===== config.mk =====
export PLATFORM = sky130hd
export DESIGN_NAME = pwm_duty_meter
export DESIGN_NICKNAME = d
export VERILOG_FILES = /design/src/rtl/pwm_pkg.sv /design/src/rtl/pwm_edge_sync.sv /design/src/rtl/pwm_duty_meter.sv
export SDC_FILE = /design/constraint.sdc
export NUM_CORES = 1
export LEC_CHECK = 0
export CAP_MARGIN = 20
export CORE_UTILIZATION = 60
export CTS_BUF_LIST = sky130_fd_sc_hd__clkbuf_2
export DETAILED_ROUTE_END_ITERATION = 7
export GPL_TIMING_DRIVEN = 0
export PLACE_DENSITY_LB_ADDON = 0.2
export SLEW_MARGIN = 20
export SYNTH_ARGS = -nofsm -noshare
export SYNTH_HDL_FRONTEND = slang
export SYNTH_SLANG_ARGS = --single-unit

===== constraint.sdc =====
create_clock -name clk_25mhz -period 5.41 [get_ports clk_25mhz]
set_clock_uncertainty 0.1 [all_clocks]
set_input_delay 0.8115 -clock clk_25mhz [delete_from_list [all_inputs] [get_ports clk_25mhz]]
set_output_delay 0.8115 -clock clk_25mhz [all_outputs]
set_load 0.05 [all_outputs]

===== src/rtl/pwm_pkg.sv =====
// Shared PWM constants for the LED PWM generator and the duty meter.
// Keeping them in one place stops the two ends from disagreeing.
package pwm_pkg;

  localparam int LEVEL_W     = 8;
  localparam int PERIOD_LOG2 = 8;

  localparam logic [LEVEL_W-1:0] LEVEL_MAX = '1;

endpackage


===== src/rtl/pwm_edge_sync.sv =====
// Two-flop synchroniser for an asynchronous line plus rising-edge detect.
// Exposes the synchronised level as well, for high-time counting.
module pwm_edge_sync (
  input  logic clk_i,
  input  logic rst_i,
  input  logic d_i,
  output logic q_o,
  output logic rise_o
);

  logic s1_q;
  logic s2_q;
  logic s2d_q;

  always_ff @(posedge clk_i or posedge rst_i) begin
    if (rst_i) begin
      s1_q  <= 1'b0;
      s2_q  <= 1'b0;
      s2d_q <= 1'b0;
    end else begin
      s1_q  <= d_i;
      s2_q  <= s1_q;
      s2d_q <= s2_q;
    end
  end

  assign q_o    = s2_q;
  assign rise_o = s2_q & ~s2d_q;

endmodule


===== src/rtl/pwm_duty_meter.sv =====
// Recovers duty level and period from an external PWM line,
// with period-error and stuck-line flags for 0%/100% duty.
module pwm_duty_meter #(
  parameter int PERIOD_LOG2 = pwm_pkg::PERIOD_LOG2,
  parameter int LEVEL_W     = pwm_pkg::LEVEL_W,
  parameter int CNT_W       = 16,
  parameter int TOL         = 8,
  parameter int TIMEOUT     = 512
) (
  input  logic               clk_25mhz,
  input  logic               reset,
  input  logic               pwm_in,
  output logic [LEVEL_W-1:0] level,
  output logic               level_valid,
  output logic [CNT_W-1:0]   period,
  output logic               period_err,
  output logic               stuck
);

  localparam int NOM   = 1 << PERIOD_LOG2;
  localparam int SHIFT = PERIOD_LOG2 - LEVEL_W;

  localparam logic [CNT_W-1:0] CNT_MAX = '1;
  localparam logic [CNT_W-1:0] P_LO    = CNT_W'(NOM - TOL);
  localparam logic [CNT_W-1:0] P_HI    = CNT_W'(NOM + TOL);
  localparam logic [CNT_W-1:0] TO_CNT  = CNT_W'(TIMEOUT - 1);

  localparam logic [LEVEL_W-1:0] LVL_MAX = '1;

  logic s2;
  logic rise;

  pwm_edge_sync u_sync (
    .clk_i  (clk_25mhz),
    .rst_i  (reset),
    .d_i    (pwm_in),
    .q_o    (s2),
    .rise_o (rise)
  );

  logic [CNT_W-1:0]   pcnt_q;
  logic [CNT_W-1:0]   hcnt_q;
  logic [CNT_W-1:0]   pcnt_d;
  logic [CNT_W-1:0]   hcnt_d;
  logic               armed_q;
  logic               stuck_q;
  logic [LEVEL_W-1:0] level_q;
  logic               valid_q;
  logic [CNT_W-1:0]   period_q;
  logic               perr_q;

  logic [CNT_W-1:0]   hsh;
  logic [LEVEL_W-1:0] meas_lvl;
  logic               meas_err;
  logic               timeout;

  assign pcnt_d = (pcnt_q == CNT_MAX) ? pcnt_q : pcnt_q + CNT_W'(1);
  assign hcnt_d = (hcnt_q == CNT_MAX || !s2) ? hcnt_q
                                              : hcnt_q + CNT_W'(1);

  assign hsh      = hcnt_q >> SHIFT;
  assign meas_lvl = (hsh > CNT_W'(LVL_MAX)) ? LVL_MAX
                                            : hsh[LEVEL_W-1:0];
  assign meas_err = (pcnt_q < P_LO) || (pcnt_q > P_HI);

  // Once stuck the counter is past TO_CNT anyway; the guard keeps
  // the single-strobe promise explicit.
  assign timeout = (pcnt_q == TO_CNT) && !stuck_q;

  always_ff @(posedge clk_25mhz or posedge reset) begin
    if (reset) begin
      pcnt_q   <= '0;
      hcnt_q   <= '0;
      armed_q  <= 1'b0;
      stuck_q  <= 1'b0;
      level_q  <= '0;
      valid_q  <= 1'b0;
      period_q <= '0;
      perr_q   <= 1'b0;
    end else begin
      valid_q <= 1'b0;
      if (rise) begin
        pcnt_q  <= CNT_W'(1);
        hcnt_q  <= CNT_W'(1);
        armed_q <= 1'b1;
        stuck_q <= 1'b0;
        if (armed_q) begin
          period_q <= pcnt_q;
          level_q  <= meas_lvl;
          perr_q   <= meas_err;
          valid_q  <= 1'b1;
        end
      end else begin
        pcnt_q <= pcnt_d;
        hcnt_q <= hcnt_d;
        if (timeout) begin
          stuck_q  <= 1'b1;
          armed_q  <= 1'b0;
          level_q  <= s2 ? LVL_MAX : '0;
          period_q <= '0;
          perr_q   <= 1'b1;
          valid_q  <= 1'b1;
        end
      end
    end
  end

  assign level       = level_q;
  assign level_valid = valid_q;
  assign period      = period_q;
  assign period_err  = perr_q;
  assign stuck       = stuck_q;

endmodule


**After elaboration in Yosys (flattened, before gate mapping)**

Index checks and enable logic that the tools add are counted.

- Register bits after elaboration: 63
- Input bits: 3
- Output and inout bits: 27
- Word-level logic and storage cells: 52

- $add $sub $neg: 2
- Magnitude comparators: 3
- Equal/unequal tests: 6
- Mux-type cells: 21
- Bitwise gates (word level): 2
- Reduce and logical (&&, ||, !) cells: 7

Operators by type and width:

| kind | count |
|---|---|
| two-way mux 16 bit | 7 |
| two-way mux 8 bit | 5 |
| adder 16 x 1 -> 16 bit (second input constant) | 2 |
| equality test 16 bit (second input constant) | 2 |
| equality test 16 x 9 -> 1 bit (second input constant) | 1 |
| greater-than comparator 16 x 8 -> 1 bit (second input constant) | 1 |
| greater-than comparator 16 x 9 -> 1 bit (second input constant) | 1 |
| less-than comparator 16 x 8 -> 1 bit (second input constant) | 1 |
| two-way mux 1 bit | 9 |
| != test 2 bit (second input constant) | 2 |
| logical NOT 1 bit | 2 |
| logical OR 1 bit | 2 |
| != test 2 x 1 -> 1 bit (second input constant) | 1 |
| AND reduction 2 bit | 1 |
| nonzero test 2 bit | 1 |
| bitwise AND 1 bit | 1 |
| logical AND 1 bit | 1 |
| NOT 1 bit | 1 |

**Logic depth before layout (Yosys ltp)**

- Word-level depth: 4
- Mapped depth: 7
- Gate-level depth less buffers: 6

**Modules after synthesis**

From an unflattened synthesis, not the netlist that was laid out.

- Cell total of the unflattened synthesis: 349
- Area total of the unflattened synthesis: 3335.7 µm²

By module, submodules not included:

| module | times used | cells an instance | area each (µm²) | sequential area each (µm²) |
|---|---|---|---|---|
| pwm_duty_meter | 1 | 344 | 3243.1 | 1501.4 |
| pwm_edge_sync | 1 | 5 | 92.6 | 75.1 |

**Worst setup path before layout**

Ideal clock, no wire load.

- Path kind: reg2reg
- From: reg pcnt_q[0]
- To: reg period_q[10] (netlist: period[10])
- Setup time: 132 ps
- Data arrival time: 1596 ps
- Required time: 5178 ps
- Setup slack: 3581 ps
- Stages on the path, launching flop included: 7
- Buffers on the path: 1
- Period minus slack after synthesis: 1829 ps
- Path through: dfrtp_1 > ha_1 > and4_1 > nand4b_1 > nor3_4 > buf_2 > o22ai_1

- Cells in the longest elaborated chain, start to end: 4

RTL lines:

| element | line | source |
|---|---|---|
| start, declared | pwm_duty_meter.sv:41 | `logic [CNT_W-1:0] pcnt_q;` |
| start signal, assigned | pwm_duty_meter.sv:94 | `pcnt_q <= pcnt_d;` |
| equality test 16 x 9 -> 1 bit | pwm_duty_meter.sv:68 | `assign timeout = (pcnt_q == TO_CNT) && !stuck_q;` |
| logical AND 1 bit | pwm_duty_meter.sv:68 |  |
| nonzero test 2 bit (no source line) | n/a |  |
| AND reduction 2 bit (no source line) | n/a |  |
| end signal, assigned | pwm_duty_meter.sv:88 | `period_q <= pcnt_q;` |
| end, declared | pwm_duty_meter.sv:49 | `logic [CNT_W-1:0] period_q;` |

No other way between the ends.
A chain may end at the register's enable or synchronous reset.

**Final worst setup path**

- From: reg stuck_q (netlist: stuck)
- To: out stuck

RTL lines:

| element | line | source |
|---|---|---|
| start, declared | pwm_duty_meter.sv:46 | `logic stuck_q;` |
| start signal, assigned | pwm_duty_meter.sv:75 | `stuck_q <= 1'b0;` |
| start signal, assigned | pwm_duty_meter.sv:86 | `stuck_q <= 1'b0;` |
| start signal, assigned | pwm_duty_meter.sv:97 | `stuck_q <= 1'b1;` |
| end, declared | pwm_duty_meter.sv:17 | `output logic stuck` |

No word-level cell between the ends.

==> impl_metrics.toml <==
[cts]
clock_latency_ns = 0.48
cts_root_buf = "clkbuf_2"
clkSinkCount = 63
cts_buffers = 9
cts_setup_buffers = 0
cts-resized-gates = 0
cts_tree = "built"
path_clk_slew_ns = 0.16
holdBufCountCts = 0
clock_path_buffers = 2
cts_max_level = 3

[drt]
drc_errors = 0
ant_nets = 0
dr.pass1.iters = 7
drt_iter0_markers = 213
vias_per_cell = 5.59
routed_wl_mm = 6.14
wire_per_inst_um = 14.2
vias = 2426

[setup_path]
critPathRequiredTime_ns = 4.50
end_kind = "primary output"
crit_slowest_cell = "clkdlybuf4s50_1"
crit-reg2reg-launch = "pcnt_q[0]"
r2r_setup_slack_ns = 3.24
path_delay_family = "buffers and inverters"
slowest_delay_ns = 0.84
timing.rr.end = "period[3]"
crit_chain = "clkdlybuf4s50_1"
crit_fanout = 4
arrival_ns = 1.79
crit_type = "reg -> out"
path_buf_inv = 1
r2r.worst_path.cells = 6
startpoint_type = "register"

[logic_synthesis]
ys_types = 40
syn-instance-count = 321
synth_nets = 326
ys.flop_type = "dfrtp_1"
synth-seq-area-share_pct = 52.0
syn_area_mm2 = 0.00303
synth_top_cell_by_area = "dfrtp_1"
async_flop_share_pct = 100
avgSynthCellArea_um2 = 9.44
ys_ff_latch = 63
yosys_warnings = 0
synth_edf_count = 0
synth.area.top_cells = "dfrtp_1 52%, nand2_1 5.4%, xnor2_1 4.9%"
synth_top_area_share_pct = 52.0

[flow_run]
drv_cap = 0

[floorplanning]
fp.dieH_um = 73.1
pin_count = 30
initial_utilization_pct = 63.3
die_area_mm2 = 0.00534
row_count = 25
dieWidth_um = 73.1
coreArea_mm2 = 0.00479

[pwr]
worst_ir_drop_vdd_v = 0.000248
power_mw = 1.03
powerDensity_mw_per_mm2 = 290
cellLeakagePower_nw = 1.55

[placement]
placedCellCount = 418
dp_hpwl_mm = 4.19
io_buffers = 29
globalplace.congestion = 0.922
pre_cts_slack_ns = 3.23

[hold_path]
whs_path_depth = 0
hold_class = "reg -> reg"
worst_hold_startpoint = "u_sync.s1_q"
hold_end = "u_sync.q_o"

[global_routing]
grt_pass1_wl_mm = 10.4
grt_max_degree = 48
grt_pass1_vias = 2150
overflow = 0
gr-usage-all-layers_pct = 26.0
antenna_found_initial = 0

[final_layout]
drive_gt1_share_pct = 8.17
n_antenna_cell = 0
fillers = 381
final_cells = 434
nets = 367
utilization_pct = 73.9
area_delta_synth_final_pct = 16.6

[sta]
fmax_mhz = 370
finalHoldViolations = 0
slew_headroom_pct = 63.2
tns_ns = 0
tightest_slew_ns = 0.552
slew_violations = 0
rsz0062_at_grt = "false"
timing.final.crit_period_ns = 2.70
min_period_over_period_pct = 49.9
setup_violations = 0
fin_ws_ns = 2.71

[run_status]
status = "finished, final reports clean"
## cells in the mapped netlist, types with 8 or more instances
| library cell | n |
|---|---|
| dfrtp_1 | 63 |
| nand2_1 | 44 |
| nor2_1 | 29 |
| o21ai_0 | 17 |
| xnor2_1 | 17 |
| nor3_1 | 15 |
| inv_1 | 14 |
| a21oi_1 | 13 |
| buf_2 | 11 |
| mux2i_1 | 10 |
| nand3_1 | 10 |
| nand4_1 | 10 |
| and3_1 | 9 |
| o21ai_1 | 8 |
## cells in the final DEF (no fill, tap or decap), drive strengths merged, types with 10 or more instances in the layout
cell / instances
buf: 12
nand3: 10
nor2: 30
nand2: 44
nor3: 16
xnor2: 17
nand4: 11
clkdlybuf4s50: 29
mux2i: 10
inv: 14
o21ai: 25
a21oi: 13
clkbuf: 16
dfrtp: 63
## layout make-up
| type | instances | area [um2] | area share [%] |
|---|---|---|---|
| Buffer | 18 | 81.3 | 2.30 |
| Clock buffer | 9 | 45.0 | 1.27 |
| Clock inverter | 7 | 53.8 | 1.52 |
| Inverter | 14 | 55.1 | 1.56 |
| Multi-Input combinational cell | 226 | 1320 | 37.4 |
| Sequential cell | 63 | 1580 | 44.6 |
| Tap cell | 67 | 83.8 | 2.37 |
| Timing Repair Buffer | 30 | 318 | 8.99 |
## flip-flops by register name (all words and copies together) (netlist names), 8 cells and up
signal  flops
hcnt_q     16
pcnt_q     16
period     16
level       8
## metal layers
layer / GRT usage, % / up-vias / part of all wire [%]
met3: 5.39 / 11 / 3.8
li1: - / 1192 / -
met2: 37.7 / 68 / 45
met1: 39.0 / 1155 / 50
met4: 8.50 / 0 / 1.3
met5: 0 / - / 0
## where the power goes
part | switching (mW) | internal [mW] | leakage [nW]
clock network | 0.162 | 0.0988 | 0.0633
registers | 0.0315 | 0.509 | 0.835
logic | 0.148 | 0.0757 | 0.653
## worst max-delay path by stage
stage	cells after the start	startpoint	endpoint	slack, ns
5_1_grt	1	stuck	stuck	2.66
3_3_place_gp	2	reset	period[4]	1.90
3_5_place_dp	6	pcnt_q[0]	period[13]	3.23
4_1_cts	1	stuck	stuck	2.69
2_1_floorplan	1	reset	armed_q	2.93
6_report	1	stuck	stuck	2.71
## cells by family (layout without fill, tap and decap cells)
family,after synthesis,in the layout,share of synthesized area [%]
xor gates and xnor gates,18,18,5.20
AOI/OAI and AO/OA,54,54,10.2
buffers and inverters,32,78,4.42
adders and majority gates,2,2,0.825
DFF,63,63,52.0
and+or+nand+nor,142,142,24.1
muxes,10,10,3.30
## stage by stage
stage	hold slack, ns	instance area [um2]
final	0.275	3530
after global routing	0.283	3530
after CTS	0.277	3530
after detailed placement	0.244	3440
after global placement	0.233	3410
after floorplan	0.231	3030
Power figures use the tool's default switching activity.
